## src/rtl/tm_pkg.sv

```systemverilog
// Shared definitions for the time manager: FSM state encoding and the
// all-ones limit helper used for DT_MAX and the emu_time ceiling.
package tm_pkg;

    typedef enum logic [1:0] {
        ST_IDLE  = 2'd0,
        ST_RUN   = 2'd1,
        ST_HOLD  = 2'd2,
        ST_FAULT = 2'd3
    } tm_state_e;

    // Widths of 64 or more saturate to all ones instead of shifting out.
    function automatic logic [63:0] dt_max(input int width);
        logic [63:0] one;
        one = 64'd1;
        if (width >= 64) begin
            return '1;
        end
        return (one << width) - 64'd1;
    endfunction

endpackage

```

## src/rtl/tm_min_tree.sv

```systemverilog
// Combinational minimum search over the enabled channels, plus a mask of
// every enabled channel whose request equals that minimum.
module tm_min_tree
    import tm_pkg::*;
#(
    parameter int N_CH     = 4,
    parameter int DT_WIDTH = 25
) (
    input  logic [N_CH*DT_WIDTH-1:0] dt_req,
    input  logic [N_CH-1:0]          ch_en,
    output logic [DT_WIDTH-1:0]      min_dt,
    output logic [N_CH-1:0]          eq_mask
);

    localparam int LEVELS = (N_CH > 1) ? $clog2(N_CH) : 0;
    localparam int LEAVES = 1 << LEVELS;
    localparam logic [DT_WIDTH-1:0] DT_MAX = DT_WIDTH'(dt_max(DT_WIDTH));

    // Heap-ordered binary tree: leaves at [LEAVES +: LEAVES], root at 1.
    // Disabled and padding leaves sit at DT_MAX so they never win.
    logic [DT_WIDTH-1:0] node [1:2*LEAVES-1];

    always_comb begin
        for (int n = 1; n < 2*LEAVES; n++) begin
            node[n] = DT_MAX;
        end
        for (int i = 0; i < N_CH; i++) begin
            if (ch_en[i]) begin
                node[LEAVES+i] = dt_req[i*DT_WIDTH +: DT_WIDTH];
            end
        end
        for (int n = LEAVES - 1; n >= 1; n--) begin
            node[n] = (node[2*n] < node[2*n+1]) ? node[2*n] : node[2*n+1];
        end
    end

    assign min_dt = node[1];

    always_comb begin
        eq_mask = '0;
        for (int i = 0; i < N_CH; i++) begin
            eq_mask[i] = ch_en[i] && (dt_req[i*DT_WIDTH +: DT_WIDTH] == min_dt);
        end
    end

endmodule

```

## src/rtl/time_manager_nch.sv

```systemverilog
// Global time-step arbiter with stall, zero-step watchdog and fault latch.
// Define TM_EMU_TIME_EN to add the saturating emu_time accumulator.
module time_manager_nch
    import tm_pkg::*;
#(
    parameter int N_CH        = 4,
    parameter int DT_WIDTH    = 25,
    parameter int TIME_WIDTH  = 64,
    parameter int WDOG_CYCLES = 1024
) (
    input  logic                     emu_clk,
    input  logic                     emu_rst_n,
    input  logic [N_CH*DT_WIDTH-1:0] dt_req,
    input  logic [N_CH-1:0]          ch_en,
    input  logic                     emu_stall,
    input  logic                     fault_clr,
    output logic [DT_WIDTH-1:0]      emu_dt,
    output logic [N_CH-1:0]          dt_grant,
    output logic                     fault,
    output logic [TIME_WIDTH-1:0]    emu_time
);

    localparam int WDOG_W = $clog2(WDOG_CYCLES + 1);
    localparam logic [WDOG_W-1:0] WDOG_LIMIT = WDOG_W'(WDOG_CYCLES);

    tm_state_e           state;
    logic [WDOG_W-1:0]   wdog_cnt;
    logic [WDOG_W-1:0]   wdog_inc;
    logic [DT_WIDTH-1:0] min_dt;
    logic [N_CH-1:0]     eq_mask;
    logic                issuing;
    logic                zero_issue;

    tm_min_tree #(
        .N_CH     (N_CH),
        .DT_WIDTH (DT_WIDTH)
    ) u_min_tree (
        .dt_req  (dt_req),
        .ch_en   (ch_en),
        .min_dt  (min_dt),
        .eq_mask (eq_mask)
    );

    // HOLD resumes issuing in the same edge stall drops, so emu_dt is zero
    // for exactly as many cycles as emu_stall was high.
    assign issuing    = ((state == ST_RUN) || (state == ST_HOLD)) && !emu_stall;
    assign zero_issue = (|ch_en) && (min_dt == '0);
    assign wdog_inc   = (wdog_cnt == WDOG_LIMIT) ? wdog_cnt : wdog_cnt + 1'b1;

    always_ff @(posedge emu_clk) begin
        if (!emu_rst_n) begin
            state    <= ST_IDLE;
            emu_dt   <= '0;
            dt_grant <= '0;
            fault    <= 1'b0;
            wdog_cnt <= '0;
        end else begin
            case (state)
                ST_IDLE: begin
                    state    <= ST_RUN;
                    emu_dt   <= '0;
                    dt_grant <= '0;
                end
                ST_RUN, ST_HOLD: begin
                    if (!issuing) begin
                        state    <= ST_HOLD;
                        emu_dt   <= '0;
                        dt_grant <= '0;
                    end else if (zero_issue && (wdog_inc == WDOG_LIMIT)) begin
                        state    <= ST_FAULT;
                        fault    <= 1'b1;
                        wdog_cnt <= wdog_inc;
                        emu_dt   <= '0;
                        dt_grant <= '0;
                    end else begin
                        state    <= ST_RUN;
                        emu_dt   <= min_dt;
                        dt_grant <= eq_mask;
                        wdog_cnt <= zero_issue ? wdog_inc : '0;
                    end
                end
                ST_FAULT: begin
                    emu_dt   <= '0;
                    dt_grant <= '0;
                    if (fault_clr) begin
                        state    <= ST_RUN;
                        fault    <= 1'b0;
                        wdog_cnt <= '0;
                    end
                end
                default: begin
                    state    <= ST_IDLE;
                    emu_dt   <= '0;
                    dt_grant <= '0;
                end
            endcase
        end
    end

`ifdef TM_EMU_TIME_EN
    localparam int SUM_W = ((TIME_WIDTH > DT_WIDTH) ? TIME_WIDTH : DT_WIDTH) + 1;
    localparam logic [TIME_WIDTH-1:0] TIME_MAX = TIME_WIDTH'(dt_max(TIME_WIDTH));

    logic [DT_WIDTH-1:0] step;
    logic [SUM_W-1:0]    time_sum;

    // Accumulate the step being registered this edge so emu_time always
    // includes the emu_dt currently on the output.
    assign step     = issuing ? min_dt : '0;
    assign time_sum = SUM_W'(emu_time) + SUM_W'(step);

    always_ff @(posedge emu_clk) begin
        if (!emu_rst_n) begin
            emu_time <= '0;
        end else if (time_sum > SUM_W'(TIME_MAX)) begin
            emu_time <= TIME_MAX;
        end else begin
            emu_time <= time_sum[TIME_WIDTH-1:0];
        end
    end
`else
    assign emu_time = '0;
`endif

endmodule

```

## config.mk

```make
export PLATFORM = sky130hd
export DESIGN_NAME = time_manager_nch
export DESIGN_NICKNAME = d
export VERILOG_FILES = /design/src/rtl/tm_pkg.sv /design/src/rtl/tm_min_tree.sv /design/src/rtl/time_manager_nch.sv
export SDC_FILE = /design/constraint.sdc
export NUM_CORES = 1
export LEC_CHECK = 0
export CAP_MARGIN = 30
export CORE_ASPECT_RATIO = 0.5
export CORE_MARGIN = 1
export CORE_UTILIZATION = 52
export DETAILED_ROUTE_END_ITERATION = 16
export PLACE_DENSITY = 0.88
export REMOVE_ABC_BUFFERS = 1
export SYNTH_ARGS = -nofsm -noshare
export SYNTH_HDL_FRONTEND = slang
export SYNTH_HIERARCHICAL = 1
export SYNTH_SLANG_ARGS = --single-unit
```

## constraint.sdc

```tcl
create_clock -name emu_clk -period 11.7 [get_ports emu_clk]
set_clock_uncertainty 0.05 [all_clocks]
set_input_delay 3.51 -clock emu_clk [delete_from_list [all_inputs] [get_ports emu_clk]]
set_output_delay 3.51 -clock emu_clk [all_outputs]
set_load 0.02 [all_outputs]
```

==> impl_metrics.tcl <==
set metrics [dict create \
    status "finished, final reports clean" \
    dp_cells 1556 \
    clkPwrFrac_pct 14.0 \
    p_leak_nw 4.55 \
    post-route-util_pct 68.8 \
    num_io_pins 202 \
    clkSlewWorstSetupHoldPaths_ns 0.06 \
    grt_pass1_vias 9761 \
    startpoint_type "primary input" \
    synth_top_area_share_pct 10.8 \
    vias 10647 \
    worst_pin_slew_ns 0.987 \
    p_per_area_nw_per_um2 108 \
    setup_violations 0 \
    met1Wirelength_um 15700 \
    syn_to_final_growth_pct 28.5 \
    p_int_mw 0.604 \
    cts-root-buf "clkbuf_16" \
    wl_met2_um 15600 \
    grt_setup_unrepaired "false" \
    regArea_sq_um 861 \
    period_share_pct 99.2 \
    timing.critical_path.buf_inv 4 \
    r2r-start "wdog_cnt[0]" \
    dieArea_sq_um 16500 \
    synth_area_leaders "ha_1 11%, dfxtp_1 10%, buf_4 6.3%" \
    endpoint_kind "flip-flop" \
    crit_start "ch_en[0]" \
    yosysUniqueCellTypes 99 \
    antenna_found_initial 0 \
    holdCritPathClass "reg2reg" \
    power.total_mw 1.16 \
    drive_gt1_share_pct 15.6 \
    rows 32 \
    syn_avg_cell_area_sq_um 7.37 \
    fin_nets 1539 \
    synthCells 1129 \
    yosysTopAreaCell "ha_1" \
    async_reset_ff_share_pct 0 \
    wl_um 40700 \
    ir_worst_vdd_uv 60.6 \
    hpwl_um 33300 \
    power.share.sequential_pct 13.2 \
    hold_violations 0 \
    fin_setup_tns_ns 0 \
    dominantRegCellSynth "dfxtp_1" \
    slowest_delay_ns 0.76 \
    port_buffers 137 \
    viasPerCell 6.80 \
    grt-ovfl-total 0 \
    cts_tree "yes" \
    drc 0 \
    clock_latency_ns 0.29 \
    hp-start "state[1]" \
    cts_max_level 2 \
    maxCapViolCount 0 \
    finalMaxSlewViolations 0 \
    cp.required_ns 11.88 \
    die_x_um 181 \
    fillers 1351 \
    ant_nets 0 \
    critPathKind "in2reg" \
    place_ws_ns 0.150 \
    fin_ws_ns 0.0889 \
    yosys_register_bits 43 \
    power.net_switching_mw 0.555 \
    grt_pass1_wl_um 59100 \
    fmaxAchievable_ghz 0.0861 \
    grt_usage_pct 47.6 \
    maxSlewHeadroom_pct 32.5 \
    synth_seq_area_share_pct 10.3 \
    grt_start_max_net_pins 32 \
    top_layer_used "met5" \
    multi_input_area_sq_um 6690 \
    mappedNetlistArea_sq_um 8320 \
    yosys-top-cells-count "74 x a21oi_1, 72 x ha_1, 70 x buf_4" \
    arrival_ns 11.79 \
    wl_per_cell_um 26.0 \
    power_frac_comb_pct 72.9 \
    cts_setup_buffers 0 \
    crit_fanout 18 \
    cp_slowest_cell "clkdlybuf4s50_1" \
    drtPass1Iterations 7 \
    critPathTopFamily "simple AND/OR/NAND/NOR gates" \
    layoutNonFillerInstCount 1565 \
    place_congestion 1.19 \
    core_area_sq_um 15500 \
    cts_buffers 5 \
    yosys_warnings 6 \
    min_period_ns 11.61 \
    swShare_pct 47.9 \
    clk_path_buf_depth 2 \
    synth_edf_count 0 \
    drt_iter0_markers 1832 \
    wl_met3_um 7560 \
    cts.sinks 43 \
    initial_utilization_pct 53.6 \
    yosysMostFrequentCell "a21oi_1" \
    die_y_um 91.5 \
]
-- cells by family after synthesis --
kind of cell / Yosys count / share of synthesized area [%]
adders and majority gates: 72 / 10.8
other: 1 / 0.0450
muxes: 27 / 3.62
DFF: 43 / 10.3
and+or+nand+nor: 430 / 30.1
xor gates and xnor gates: 54 / 5.68
AOI/OAI and AO/OA: 318 / 27.2
buffers and inverters: 184 / 12.2
-- final timing paths --
check | slack [ns] | depth (start not counted) | to
worst min register to register | 0.46 | 2 | state[1]
worst max-delay path | 0.09 | 25 | dt_grant[0]
worst min-delay path | 0.46 | 2 | state[1]
worst max register to register | 9.13 | 9 | fault
-- power by group through the flow --
stage / Combinational [mW] / Sequential [mW] / Clock [mW]
2_1_floorplan: 0.395 / 0.160 / 0
3_3_place_gp: 0.780 / 0.156 / 0
3_5_place_dp: 0.786 / 0.156 / 0
4_1_cts: 0.792 / 0.153 / 0.163
5_1_grt: 0.868 / 0.153 / 0.169
6_report: 0.845 / 0.153 / 0.162
-- flip-flops by register name (all words and copies together), names as in the netlist --
register and cells:
state 2, fault 1, dt_grant 4, wdog_cnt 11, emu_dt 25
-- layer usage --
layer	up-vias	track usage, %
met5	-	3.38
li1	4550	-
met4	2	16.2
met3	182	19.6
met1	4899	63.2
met2	1014	68.3
-- metrics by stage --
step,hold WS (ns),cell area (sq um)
global route,0.495,10700
floorplan,0.411,7800
finish,0.458,10700
global placement,0.424,10500
detailed placement,0.448,10500
CTS,0.458,10700
-- layout by cell type (no fill, tap or decap), types with 27 or more instances in the layout --
master,instances
a21oi_1,74
and2_1,27
buf_4,136
clkdlybuf4s50_1,137
conb_1,64
dfxtp_1,43
ha_1,72
inv_1,65
nand2_1,57
nand2b_1,35
nand3_1,40
nand4_1,34
nor2_1,57
nor2b_1,47
nor4_1,31
o21ai_0,39
xnor2_1,32
-- area by class of cell --
type / instances / area share [%]
Multi-Input combinational cell: 965 / 62.6
Inverter: 67 / 2.35
Clock buffer: 6 / 1.30
Timing Repair Buffer: 277 / 23.0
Clock inverter: 2 / 0.328
Antenna cell: 1 / 0.0234
Sequential cell: 43 / 8.05
Tap cell: 204 / 2.39
-- timing repair --
action,4_1_cts,5_1_grt
gates resized for setup,0,2
setup endpoints to repair,0,33
hold buffers,0,0
-- worst register-to-register path, cell delays in order, from the launching register on --
cell and delay (ns):
dfxtp_1 0.42, ha_1 0.31, and3_1 0.25, nand3_2 0.15, nor2_1 0.23, mux2i_1 0.28
a211oi_2 0.09, buf_4 0.15, or3b_2 0.46, o211ai_1 0.10
No activity file was read; power rests on OpenSTA's default activity.
